$ cat config.mk
export PLATFORM = sky130hd
export DESIGN_NAME = duck_round_ctrl
export DESIGN_NICKNAME = d
export VERILOG_FILES = /design/src/rtl/duck_hunt_pkg.sv /design/src/rtl/frame_timer.sv /design/src/rtl/duck_round_ctrl.sv
export SDC_FILE = /design/constraint.sdc
export NUM_CORES = 1
export LEC_CHECK = 0
export ABC_CLOCK_PERIOD_IN_PS = 5900
export CORE_ASPECT_RATIO = 2
export CORE_MARGIN = 4
export CORE_UTILIZATION = 55
export CTS_BUF_LIST = sky130_fd_sc_hd__clkbuf_8
export DETAILED_ROUTE_END_ITERATION = 8
export GPL_TIMING_DRIVEN = 0
export PLACE_DENSITY = 0.83
export SYNTH_ARGS = -nofsm -noshare
export SYNTH_HDL_FRONTEND = slang
export SYNTH_SLANG_ARGS = --single-unit
$ cat constraint.sdc
create_clock -name clk -period 5.9 [get_ports clk]
set_input_delay 1.18 -clock clk [delete_from_list [all_inputs] [get_ports clk]]
set_output_delay 1.18 -clock clk [all_outputs]
set_load 0.02 [all_outputs]
$ cat src/rtl/duck_hunt_pkg.sv
// Shared types and default constants for the Duck Hunt game sequencer.
package duck_hunt_pkg;

   // Game sequencing states, visible on the state output of duck_round_ctrl.
   typedef enum logic [2:0] {
      StIdle      = 3'd0,
      StSpawn     = 3'd1,
      StFlying    = 3'd2,
      StHit       = 3'd3,
      StEscape    = 3'd4,
      StNext      = 3'd5,
      StRoundEnd  = 3'd6,
      StGameOver  = 3'd7
   } duck_state_e;

   localparam int unsigned DEF_SHOTS_PER_DUCK  = 3;
   localparam int unsigned DEF_DUCKS_PER_ROUND = 10;
   localparam int unsigned DEF_PASS_HITS       = 6;
   localparam int unsigned DEF_FLY_FRAMES      = 300;
   localparam int unsigned DEF_ANIM_FRAMES     = 60;
   localparam int unsigned DEF_HIT_POINTS      = 500;
   localparam int unsigned DEF_SCORE_W         = 16;
   localparam int unsigned DEF_MAX_ROUND       = 15;

   // Larger of two values; used to size the shared frame timer.
   function automatic int unsigned max_u(input int unsigned a, input int unsigned b);
      return (a > b) ? a : b;
   endfunction

endpackage

$ cat src/rtl/frame_timer.sv
// Loadable down-counter advanced by the per-frame tick; flags done at zero.
module frame_timer #(
   parameter int unsigned WIDTH = 9
) (
   input  logic             clk,
   input  logic             rst,
   input  logic             load,
   input  logic [WIDTH-1:0] load_val,
   input  logic             tick,
   output logic             done
);

   logic [WIDTH-1:0] count_q;

   // Load wins over tick; the counter parks at zero rather than wrapping.
   always_ff @(posedge clk) begin
      if (rst) begin
         count_q <= '0;
      end else if (load) begin
         count_q <= load_val;
      end else if (tick && (count_q != '0)) begin
         count_q <= count_q - 1'b1;
      end
   end

   assign done = (count_q == '0);

endmodule

$ cat src/rtl/duck_round_ctrl.sv
// Duck Hunt game sequencer: spawns ducks, tracks shots, hits, rounds and score.
module duck_round_ctrl
   import duck_hunt_pkg::*;
#(
   parameter int unsigned SHOTS_PER_DUCK  = DEF_SHOTS_PER_DUCK,
   parameter int unsigned DUCKS_PER_ROUND = DEF_DUCKS_PER_ROUND,
   parameter int unsigned PASS_HITS       = DEF_PASS_HITS,
   parameter int unsigned FLY_FRAMES      = DEF_FLY_FRAMES,
   parameter int unsigned ANIM_FRAMES     = DEF_ANIM_FRAMES,
   parameter int unsigned HIT_POINTS      = DEF_HIT_POINTS,
   parameter int unsigned SCORE_W         = DEF_SCORE_W,
   parameter int unsigned MAX_ROUND       = DEF_MAX_ROUND
) (
   input  logic               clk,
   input  logic               rst,
   input  logic               frame_tick,
   input  logic               start,
   input  logic               shot,
   input  logic               hit,
   output logic [2:0]         state,
   output logic               duck_active,
   output logic               duck_spawn,
   output logic               duck_fall,
   output logic               duck_escape,
   output logic [1:0]         shots_left,
   output logic [3:0]         duck_idx,
   output logic [3:0]         ducks_hit,
   output logic [3:0]         round,
   output logic [SCORE_W-1:0] score,
   output logic               game_over
);

   localparam int unsigned TIMER_W     = $clog2(max_u(max_u(FLY_FRAMES, ANIM_FRAMES), 2));
   localparam int unsigned SCORE_SUM_W = SCORE_W + 1;

   localparam logic [TIMER_W-1:0] FLY_LOAD   = TIMER_W'(FLY_FRAMES - 1);
   localparam logic [TIMER_W-1:0] ANIM_LOAD  = TIMER_W'(ANIM_FRAMES - 1);
   localparam logic [1:0]         SHOTS_INIT = 2'(SHOTS_PER_DUCK);
   localparam logic [3:0]         LAST_IDX   = 4'(DUCKS_PER_ROUND - 1);
   localparam logic [3:0]         PASS_V     = 4'(PASS_HITS);
   localparam logic [3:0]         MAX_RND_V  = 4'(MAX_ROUND);

   duck_state_e        state_q, state_d;
   logic [1:0]         shots_q, shots_d;
   logic [3:0]         idx_q, idx_d;
   logic [3:0]         hits_q, hits_d;
   logic [3:0]         round_q, round_d;
   logic [SCORE_W-1:0] score_q, score_d;
   logic               active_q, spawn_q, fall_q, escape_q, over_q;

   logic               tmr_load;
   logic [TIMER_W-1:0] tmr_val;
   logic               tmr_tick;
   logic               tmr_done;
   logic               expire;
   logic               shot_ok;
   logic               launch;
   logic [SCORE_SUM_W-1:0] score_sum;
   logic [SCORE_W-1:0]     score_sat;

   frame_timer #(
      .WIDTH (TIMER_W)
   ) u_frame_timer (
      .clk      (clk),
      .rst      (rst),
      .load     (tmr_load),
      .load_val (tmr_val),
      .tick     (tmr_tick),
      .done     (tmr_done)
   );

   // Timer only runs while a duck is in flight or animating.
   assign tmr_tick  = frame_tick && (state_q inside {StFlying, StHit, StEscape});
   assign expire    = frame_tick && tmr_done;
   assign shot_ok   = shot && (shots_q != 2'd0);
   assign score_sum = {1'b0, score_q} + SCORE_SUM_W'(HIT_POINTS);
   assign score_sat = score_sum[SCORE_W] ? '1 : score_sum[SCORE_W-1:0];

   // Next-state and counter updates; launch collects every path into SPAWN.
   always_comb begin
      state_d  = state_q;
      shots_d  = shots_q;
      idx_d    = idx_q;
      hits_d   = hits_q;
      round_d  = round_q;
      score_d  = score_q;
      tmr_load = 1'b0;
      tmr_val  = FLY_LOAD;
      launch   = 1'b0;

      unique case (state_q)
         StIdle, StGameOver: begin
            if (start) begin
               score_d = '0;
               round_d = 4'd1;
               idx_d   = 4'd0;
               hits_d  = 4'd0;
               launch  = 1'b1;
            end
         end
         StSpawn: begin
            state_d = StFlying;
         end
         StFlying: begin
            if (shot_ok) begin
               shots_d = shots_q - 2'd1;
            end
            // A hit beats both the last miss and a coincident timeout.
            if (shot_ok && hit) begin
               score_d  = score_sat;
               hits_d   = hits_q + 4'd1;
               tmr_load = 1'b1;
               tmr_val  = ANIM_LOAD;
               state_d  = StHit;
            end else if ((shot_ok && (shots_q == 2'd1)) || expire) begin
               tmr_load = 1'b1;
               tmr_val  = ANIM_LOAD;
               state_d  = StEscape;
            end
         end
         StHit, StEscape: begin
            if (expire) begin
               state_d = StNext;
            end
         end
         StNext: begin
            if (idx_q == LAST_IDX) begin
               state_d = StRoundEnd;
            end else begin
               idx_d  = idx_q + 4'd1;
               launch = 1'b1;
            end
         end
         StRoundEnd: begin
            if (hits_q >= PASS_V) begin
               round_d = (round_q >= MAX_RND_V) ? MAX_RND_V : round_q + 4'd1;
               idx_d   = 4'd0;
               hits_d  = 4'd0;
               launch  = 1'b1;
            end else begin
               state_d = StGameOver;
            end
         end
         default: begin
            state_d = StIdle;
         end
      endcase

      if (launch) begin
         state_d  = StSpawn;
         shots_d  = SHOTS_INIT;
         tmr_load = 1'b1;
         tmr_val  = FLY_LOAD;
      end
   end

   // State, counters and decoded flags all registered together.
   always_ff @(posedge clk) begin
      if (rst) begin
         state_q  <= StIdle;
         shots_q  <= 2'd0;
         idx_q    <= 4'd0;
         hits_q   <= 4'd0;
         round_q  <= 4'd1;
         score_q  <= '0;
         active_q <= 1'b0;
         spawn_q  <= 1'b0;
         fall_q   <= 1'b0;
         escape_q <= 1'b0;
         over_q   <= 1'b0;
      end else begin
         state_q  <= state_d;
         shots_q  <= shots_d;
         idx_q    <= idx_d;
         hits_q   <= hits_d;
         round_q  <= round_d;
         score_q  <= score_d;
         active_q <= (state_d == StFlying);
         spawn_q  <= (state_d == StSpawn);
         fall_q   <= (state_d == StHit);
         escape_q <= (state_d == StEscape);
         over_q   <= (state_d == StGameOver);
      end
   end

   assign state       = state_q;
   assign duck_active = active_q;
   assign duck_spawn  = spawn_q;
   assign duck_fall   = fall_q;
   assign duck_escape = escape_q;
   assign shots_left  = shots_q;
   assign duck_idx    = idx_q;
   assign ducks_hit   = hits_q;
   assign round       = round_q;
   assign score       = score_q;
   assign game_over   = over_q;

endmodule
; ---- Word level (Yosys, flattened, before mapping)
; Cells that the tools add are included.
[word_totals]
reg_bits = 47
out_inout_bits = 38
input_bits = 6
[classes]
eq_ne = 18
reduce_logical = 26
add_sub_neg = 6
muxes = 38
magnitude_cmp = 2
[ops]
columns = cell, count
row1 = 2-to-1 mux 9 bit, 6
row2 = 2-to-1 mux 16 bit, 3
row3 = one-hot mux 16 bit (2 select lines), 1
row4 = 2-to-1 mux 4 bit, 7
row5 = one-hot mux 4 bit (3 select lines), 2
row6 = "equality test 3 bit, second input constant", 6
row7 = 2-to-1 mux 3 bit, 6
row8 = "adder 16 x 9 -> 17 bit, second input constant", 1
row9 = one-hot mux 3 bit (5 select lines), 1
row10 = "adder 4 x 1 -> 4 bit, second input constant", 3
row11 = "equality test 3 x 2 -> 1 bit, second input constant", 4
row12 = nonzero test 2 bit, 6
row13 = logical NOT 9 bit, 1
row14 = nonzero test 3 bit, 3
row15 = nonzero test 9 bit, 1
row16 = "subtractor 9 x 1 -> 9 bit, second input constant", 1
row17 = one-hot mux 4 bit (2 select lines), 1
row18 = AND reduction 4 bit, 2
row19 = 2-to-1 mux 1 bit, 7
row20 = "equality test 3 x 1 -> 1 bit, second input constant", 2
row21 = logical AND 1 bit, 6
row22 = 2-to-1 mux 2 bit, 3
row23 = "inequality test 2 bit, second input constant", 3
row24 = AND reduction 3 bit, 2
row25 = other kinds (11), 12

; ---- Depth between registers and ports, before layout
; Gate-level depths: netlist (run 1).
[logic_depth]
depth_word = 9
mapped_depth = 8
depth_no_buf = 7

; ---- By module
; From an unflattened synthesis (run 1), not the netlist that was laid out.
[unflattened]
cells_unflattened = 318
area_unflattened_um2 = 2607.5
[modules_own_cells]
columns = module, cells_per_inst, n_inst, area_each_um2, seq_area_each_um2
row1 = duck_round_ctrl, 248, 1, 2003.2, 740.7
row2 = frame_timer, 70, 1, 604.3, 180.2

; ---- Worst setup path before layout (run 1)
; OpenSTA, ideal clock, no wires.
[synth_path]
path_kind = input-to-reg
start = in shot
end = reg score_q[7], in the netlist score[7]
arrival_time_ns = 2.256
path_stages = 4
setup_slack_ns = 3.569
required_time_ns = 5.826
n_path_buf = 0
cell_sequence = nand3b_1 or3_4 or4_1 a31oi_1
[synth_via]
elab_chain_len = 4
[synth_lines]
columns = item, line_no
row1 = start: declaration, duck_round_ctrl.sv:18  ; input logic shot,
row2 = logical AND 1 bit, duck_round_ctrl.sv:75  ; assign shot_ok = shot && (shots_q != 2'd0);
row3 = logical AND 1 bit, duck_round_ctrl.sv:109  ; if (shot_ok && hit) begin
row4 = inequality test 2 x 1 -> 1 bit (no line), --
row5 = AND reduction 3 bit (no line), --
row6 = end signal: assignment, duck_round_ctrl.sv:177  ; score_q <= score_d;
row7 = end: declaration, duck_round_ctrl.sv:48  ; logic [SCORE_W-1:0] score_q, score_d;
; Every way passes these cells.
; A chain may end at the register's enable or synchronous reset.

; ---- Worst setup path in the final report (run 1)
[layout_path]
start = in shot
end = reg score_q[12], in the netlist score[12]
; The elaborated chain is that of the path after synthesis.

==> run metrics, run 1 <==
share of post-route cells with drive strength above 1 7.10%; Initial DRT Pass Iterations 4; H-tree depth 2; Pleak 1.13 nW; WP buf/inv 2; post-cts resize count 0; gr usage total 22.9%; asr flop ratio synth 0%; Syn Nets 303; clock tree buffer depth 2; fin. max-slew vios 0; antenna violations before repair 0; final hold viol count 0; cell area after synthesis 2420 µm²; first-pass GRT wire length 9580 µm; EDFF count, synth 0; final global-route overflow total 0; clock network fraction of total power 20.0%; CTS Hold Bufs 0; Slew HR 58.5%; top cells by count, synth dfxtp_1 (46), nor2_1 (28), a21oi_1 (24); Place WS 2.85 ns; final non-filler cell area 3030 µm²; clock slew at reported path FFs 0.09 ns; CTS sink count 46; Fin Clk Skew 0.00494 ns; Syn Inst Count 287; max incr delay on CP 0.51 ns; most area-consuming cells after synthesis dfxtp_1 (38%), ha_1 (5.2%), a21oi_1 (5.0%); IO Count 44; die boundary width 54.9 µm; post-route clock period utilization 48.0%; setup ws final 3.07 ns; most instantiated library cell after synthesis dfxtp_1; DIE HEIGHT 102 µm; RSZ-0062 raised after global routing false; Area Overhead vs Synth 25.2%; total setup buffers inserted after CTS 0; Post-synth top flop dfxtp_1; Final nets 353; initial DRC count 62; CP endpoint kind register; drt total wl 5950 µm; WS Path Type input pin to register; upper clock frequency limit 353 MHz; Detail Route Antenna Nets 0; CTS tree built; #FFs+latches synth 46; Port Buffers 43; DR WL met2 3180 µm; Site Rows 33; sequential share of power 34.3%; met3 WL post-DR 223 µm; clock latency at the later pin of the worst-skew pair 0.30 ns; Data required, critical path 6.09 ns; Pint 0.711 mW; Worst Max-Slew Pin Slew 0.616 ns; largest net degree at the start of global routing 16; worst-path cell chain clkdlybuf4s50_1 > nand3b_1 > nor2_1 > clkbuf_1 > nand3_1 > o32ai_1; Net Sw Frac 40.6%; net switching power 0.485 mW; Fin Setup TNS 0 ns; Synth Warn # 0; post-synthesis sequential area ratio 38.1%; hpwl dp 4450 µm; worst hold margin 0.467 ns; top-area cell type share of the netlist area 38.1%; Max Cap Viol 0; syn_area_per_cell 8.42 µm²; Combinational Power Share 45.6%; Min Clock Period, post-route 2.83 ns; maximum vdd drop 292 µV; vias in the first global route 2172; slowest CP cell clkdlybuf4s50_1; CP top delay family buffers and inverters; # diodes 0; Yosys top cell by area dfxtp_1; Vias 2297; DRC Markers 0; Core Region 4170 µm²; CP Max Fanout 10; top layer in use met4; clk root buf clkbuf_8; Unique masters post-synth 55; PwrDens 395 nW/µm²; Via density 5.89; final setup fails 0; crit path launch type input pin; CTS buffer count 5; DR WL/cell 15.3 µm; die area 5580 µm²; WL met1 2410 µm; Starting Density 58.0%; Hold Crit Class register to register; Placed Area 2910 µm²; Worst EP arrival 3.02 ns; outcome complete, no violations; placer congestion estimate 0.898
[stage by stage]
stage	power, mW	utilization [%]	std cells
6_report	1.20	72.5	390
5_1_grt	1.28	72.5	390
4_1_cts	1.20	72.5	390
3_5_place_dp	0.958	69.8	382
3_3_place_gp	0.946	69.8	382
2_1_floorplan	0.795	-	287
[power groups by stage]
stage               logic (mW)  registers, mW  clock network [mW]
global route             0.600          0.418               0.262
finish                   0.546          0.411               0.240
global placement         0.530          0.416                   0
floorplan                0.352          0.443                   0
detailed placement       0.540          0.418                   0
CTS                      0.545          0.410               0.247
[final cells by class]
class	count	area, µm²
fill	348	1140
sequential	46	921
clock inverter	3	43.8
clock buffer	5	68.8
buffer	11	51.3
multi-input combinational	219	1400
timing repair buffer	43	430
inverter	11	41.3
tap	52	65.1
[worst paths after layout]
path	from	to	slack, ns	cells past startpoint
worst min register to register	score[0]	score[0]	0.47	2
worst max register to register	ducks_hit[0]	u_frame_timer.count_q[6]	3.56	7
worst min-delay path	score[0]	score[0]	0.47	2
worst max-delay path	shot	score[12]	3.07	6
[cells in the final DEF, fill, tap and decap left out, types with 7 or more instances in the layout]
master and n:
clkdlybuf4s50_1 43, a21oi_1 24, nand2_1 20, inv_1 11, a31oi_1 8, xor2_1 7, nand3_1 9, ha_1 10
nor3_1 8, dfxtp_1 46, o21ai_0 12, nor2_1 28
[worst min-delay path, cell delays in order (launching register included)]
cell,delay (ns)
dfxtp_1,0.33
inv_1,0.05
a21oi_1,0.05
[per-layer routing]
| layer | up-vias | global-route usage [%] |
|---|---|---|
| met5 | - | 0 |
| met1 | 1080 | 25.5 |
| met4 | 0 | 9.79 |
| met3 | 15 | 4.12 |
| li1 | 1145 | - |
| met2 | 57 | 40.3 |
[state kept, by name, indices dropped and copies added (netlist names)]
register	count
duck_spawn	1
round	4
u_frame_timer.count_q	9
score	15
shots_left	2
duck_escape	1
duck_fall	1
duck_idx	4
game_over	1
state	3
duck_active	1
ducks_hit	4
[logic make-up after synthesis]
kind of cell	Yosys count	share of synthesized area, %
adder cells (fa/ha/maj)	10	5.18
multiplexers	3	1.35
AND/OR/NAND/NOR	121	27.6
AO/OA/AOI/OAI	73	19.6
buffers and inverters	22	3.83
flip-flops	46	38.1
XOR/XNOR	12	4.35
Note: power is estimated with default switching activity, not from simulation.
==> run 2: changes to the inputs <==
Settings changed: ABC_CLOCK_PERIOD_IN_PS 5900 to 2800, CORE_UTILIZATION 55 to 54, PLACE_DENSITY 0.83 to 0.82.
Clock period 5.9 ns to 2.8 ns, I/O delays scaled along.
==> run 2 against run 1 <==
  * Power is 100% higher
  * Register-to-register slack worse by 3.0 ns
  * Sequential share of layout area is 0.34 points higher
  * Sequential power is 110% higher
  * Utilization is 3.6 points lower
==> run metrics, run 2 (synthesis gave the netlist of run 1 again) <==
outcome complete, no violations; CTS sink count 46; maximum vdd drop 645 µV; Area Overhead vs Synth 23.8%; Via density 5.82; share of post-route cells with drive strength above 1 6.23%; antenna violations before repair 0; r2r endpoint u_frame_timer.count_q[7]; r2r worst-path depth 5; Detail Route Antenna Nets 0; Worst EP arrival 2.38 ns; Max Cap Viol 0; max incr delay on CP 0.61 ns; Critical Path Stages 5; CP top delay family simple AND/OR/NAND/NOR gates; hpwl dp 4390 µm; final setup fails 0; worst r2r src u_frame_timer.count_q[2]; total setup buffers inserted after CTS 0; fill cell count 383; Layout Cells excl Fill 391; DR WL/cell 14.7 µm; die area 5680 µm²; Site Rows 34; Data required, critical path 2.97 ns; CP endpoint kind register; final hold viol count 0; drt total wl 5760 µm; vias in the first global route 2179; dpl cells 384; register area 921 µm²; crit path launch type register; worst-path cell chain nor4_1 > nand3_1 > a31oi_1 > nand2b_1 > nor3_1; RSZ-0062 raised after global routing false; CTS buffer count 5; Port Buffers 43; commonest non-fill, non-tap cells in the layout dfxtp_1 (46), clkdlybuf4s50_1 (43), nor2_1 (28); upper clock frequency limit 451 MHz; Starting Density 55.7%; largest net degree at the start of global routing 13; Fin Clk Skew 0.00541 ns; CP Capture Point u_frame_timer.count_q[7]; Worst Max-Slew Pin Slew 0.644 ns; placer congestion estimate 0.838; Core Region 4340 µm²; first-pass GRT wire length 9560 µm; clock slew at reported path FFs 0.08 ns; IO Count 44; final global-route overflow total 0; Vias 2276; gr usage total 20.8%; DIE HEIGHT 103 µm; CTS tree built; WS Path Type register to register; DRC Markers 0; Pleak 1.12 nW; Min Clock Period, post-route 2.22 ns; Multi-input gate area 1400 µm²; die boundary width 55.3 µm; slowest CP cell nor4_1; commonest non-fill, non-tap cell in the layout dfxtp_1; worst reg2reg setup slack 0.58 ns; Largest register FFs 15; Initial DRT Pass Iterations 4; clock latency at the later pin of the worst-skew pair 0.30 ns; CP Max Fanout 6; PwrDens 798 nW/µm²; post-cts resize count 0; Total Power 2.39 mW; Slew HR 56.7%; Worst Setup SP u_frame_timer.count_q[2]; # diodes 0; Final nets 353; post-route clock period utilization 79.2%; WP buf/inv 0; H-tree depth 2; clock tree buffer depth 2; Hold Crit Class register to register; clk root buf clkbuf_8; Fin Setup TNS 0 ns; initial DRC count 52; fin. max-slew vios 0; CTS Hold Bufs 0
==> run 2: how the worst min path moves through the flow <==
stage,startpoint,end,slack (ns),cells after the start
final,score[0],score[0],0.47,2
after global routing,score[0],score[0],0.52,2
after CTS,score[0],score[0],0.48,2
after detailed placement,score[0],score[0],0.47,2
after global placement,score[0],score[0],0.45,2
after floorplan,u_frame_timer.count_q[1],u_frame_timer.count_q[1],0.47,2
==> run 2: layout make-up <==
class                   instances  area share, %
clock buffers                   5           2.30
well taps                      54           2.26
repair buffers                 43           14.4
inverters                      11           1.38
clock inverters                 2          0.251
flip-flops and latches         46           30.8
plain buffers                  11           1.71
multi-input cells             219           46.9
==> run 2: stage by stage <==
stage | worst slack, ns | util [%] | hold WS, ns | cell area [µm²]
floorplan | 0.800 | - | 0.468 | 2420
global placement | 0.395 | 67.2 | 0.451 | 2920
CTS | 0.579 | 68.9 | 0.480 | 2990
detailed placement | 0.385 | 67.2 | 0.469 | 2920
global route | 0.369 | 68.9 | 0.524 | 2990
finish | 0.582 | 68.9 | 0.469 | 2990
==> run 2: power by group <==
| part | leakage [nW] | internal, mW | switching [mW] |
|---|---|---|---|
| Combinational | 0.696 | 0.466 | 0.682 |
| Sequential | 0.374 | 0.763 | 0.101 |
| Clock | 0.0466 | 0.165 | 0.211 |
| Total | 1.12 | 1.39 | 0.994 |
==> run 2: metal layers <==
metal	GRT usage, %	wire length (µm)
met1	20.8	2280
met2	41.4	3230
met3	3.51	172
met4	8.80	73
met5	0	0
==> run 2: worst register-to-register path, stage by stage, from the launching register on <==
cell and delay (ns):
dfxtp_1 0.37, nor4_1 0.61, nand3_1 0.33, a31oi_1 0.47, nand2b_1 0.23, nor3_1 0.07
==> run 3: changes to the inputs <==
Settings changed: ABC_CLOCK_PERIOD_IN_PS 2800 to 2100.
Clock period 2.8 ns to 2.1 ns, I/O delays scaled along.
==> run 3 against run 2 <==
  * Hold slack about the same
  * Via count grew 2.1%
  * Sequential share of layout area shrank 0.91 points
  * Cell area up 3.2%
  * Count of clock-buffer cells in the layout stayed put
  * First-iteration DRC count down 3.8%
  * Worst setup slack lost 0.45 ns
  * Global-route usage grew 0.16 points
  * Power up 39%
  * Critical path type unchanged
  * Largest cell class unchanged
  * Largest power group unchanged
==> run metrics, run 3 (synthesis gave the netlist of run 1 again) <==
outcome complete, no violations; Initial DRT Pass Iterations 4; dpl cells 384; Fin Setup TNS 0 ns; crit path launch type register; Fin Clk Skew 0.00554 ns; CP endpoint kind register; slowest CP cell or4_4; die area 5680 µm²; Via density 5.90; clock slew at reported path FFs 0.08 ns; first-pass GRT wire length 9640 µm; CTS tree built; PwrDens 1070 nW/µm²; Max Cap Viol 0; worst-path cell chain ha_1 > or4_4 > or2_4 > nand3_1 > mux2_2 > a21oi_1; DRC Markers 0; Min Clock Period, post-route 1.97 ns; Port Buffers 43; die boundary width 55.3 µm; Place WS -0.175 ns; max incr delay on CP 0.47 ns; Pleak 1.13 nW; post-route clock period utilization 93.9%; Worst EP arrival 2.20 ns; clock latency at the later pin of the worst-skew pair 0.30 ns; CP Max Fanout 5; DR WL/cell 15.3 µm; setup ws final 0.127 ns; initial DRC count 50; IO Count 44; commonest non-fill, non-tap cells in the layout dfxtp_1 (45), clkdlybuf4s50_1 (43), nor2_1 (28); # diodes 0; placer congestion estimate 0.838; antenna violations before repair 0; Total Power 3.31 mW; Hold Crit Class register to register; Largest register FFs 15; gr usage total 21.0%; final global-route overflow total 0; fin. max-slew vios 0; largest net degree at the start of global routing 13; Vias 2324; Core Region 4340 µm²; final hold viol count 0; vias in the first global route 2191; CTS sink count 46; Site Rows 34; share of post-route cells with drive strength above 1 10.6%; Detail Route Antenna Nets 0; final setup fails 0; commonest non-fill, non-tap cell in the layout dfxtp_1; CTS Hold Bufs 0; CTS buffer count 5; Layout Cells excl Fill 394; RSZ-0062 raised after global routing false; Worst Max-Slew Pin Slew 0.558 ns; hpwl dp 4390 µm; Area Overhead vs Synth 27.7%; DIE HEIGHT 103 µm; Data required, critical path 2.33 ns; Final nets 356; clk root buf clkbuf_8; maximum vdd drop 879 µV; drt total wl 6050 µm; clock tree buffer depth 2; Starting Density 55.7%; upper clock frequency limit 507 MHz; H-tree depth 2; fill cell count 371; Slew HR 62.8%; WS Path Type register to register
==> run 3: cell types whose count changed in the layout (fill, tap and decap cells not counted), sizes merged <==
cell    before  now
buf          6   10
clkbuf      10    9
==> run 3: worst paths after layout <==
kind / slack (ns) / cells after the start / from / endpoint
worst min-delay path: 0.47 / 2 / score[0] / score[0]
worst min register to register: 0.47 / 2 / score[0] / score[0]
worst max-delay path: 0.13 / 6 / score[2] / score[10]
worst max register to register: 0.13 / 6 / score[2] / score[10]
==> run 3: through the flow <==
step           cell area (µm²)  util (%)  hold slack [ns]
2_1_floorplan             2420         -            0.468
3_3_place_gp              2920      67.2            0.451
3_5_place_dp              2920      67.2            0.469
4_1_cts                   3010      69.4            0.480
5_1_grt                   3090      71.1            0.524
6_report                  3090      71.1            0.469
==> run 3: worst max-delay path, delay by kind of cell (launching register included) <==
family / cells / cell delay, ns
AOI/OAI and AO/OA: 1 / 0.13
adders and majority gates: 1 / 0.26
DFF: 1 / 0.36
muxes: 1 / 0.33
and+or+nand+nor: 3 / 0.84
==> run 3: cell type report <==
cell class | count | area (µm²) | area share, %
multi-input combinational | 219 | 1470 | 47.8
inverter | 11 | 41.3 | 1.34
clock inverter | 2 | 7.51 | 0.243
clock buffer | 5 | 68.8 | 2.23
buffer | 11 | 52.6 | 1.70
timing repair buffer | 46 | 453 | 14.7
sequential | 46 | 922 | 29.9
tap | 54 | 67.6 | 2.19
==> run 3: power breakdown <==
group          switching, mW  leakage, nW  internal, mW
clock                  0.284       0.0466         0.220
combinational          0.964        0.714         0.676
sequential             0.147        0.374          1.02
==> run 3: routing by layer <==
layer / global-route usage, % / up-vias / share of wire [%]
li1: - / 1154 / -
met1: 21.3 / 1105 / 40
met2: 41.4 / 56 / 55
met3: 3.51 / 9 / 2.9
met4: 8.80 / 0 / 1.7
met5: 0 / - / 0
==> run 3: what timing repair did <==
item                                    in CTS  in global routing
resized for setup                            3                 15
endpoints found under the hold margin        0                  0
endpoints found under the setup margin       7                 31
setup buffers                                0                  3
pin swaps                                    0                  2
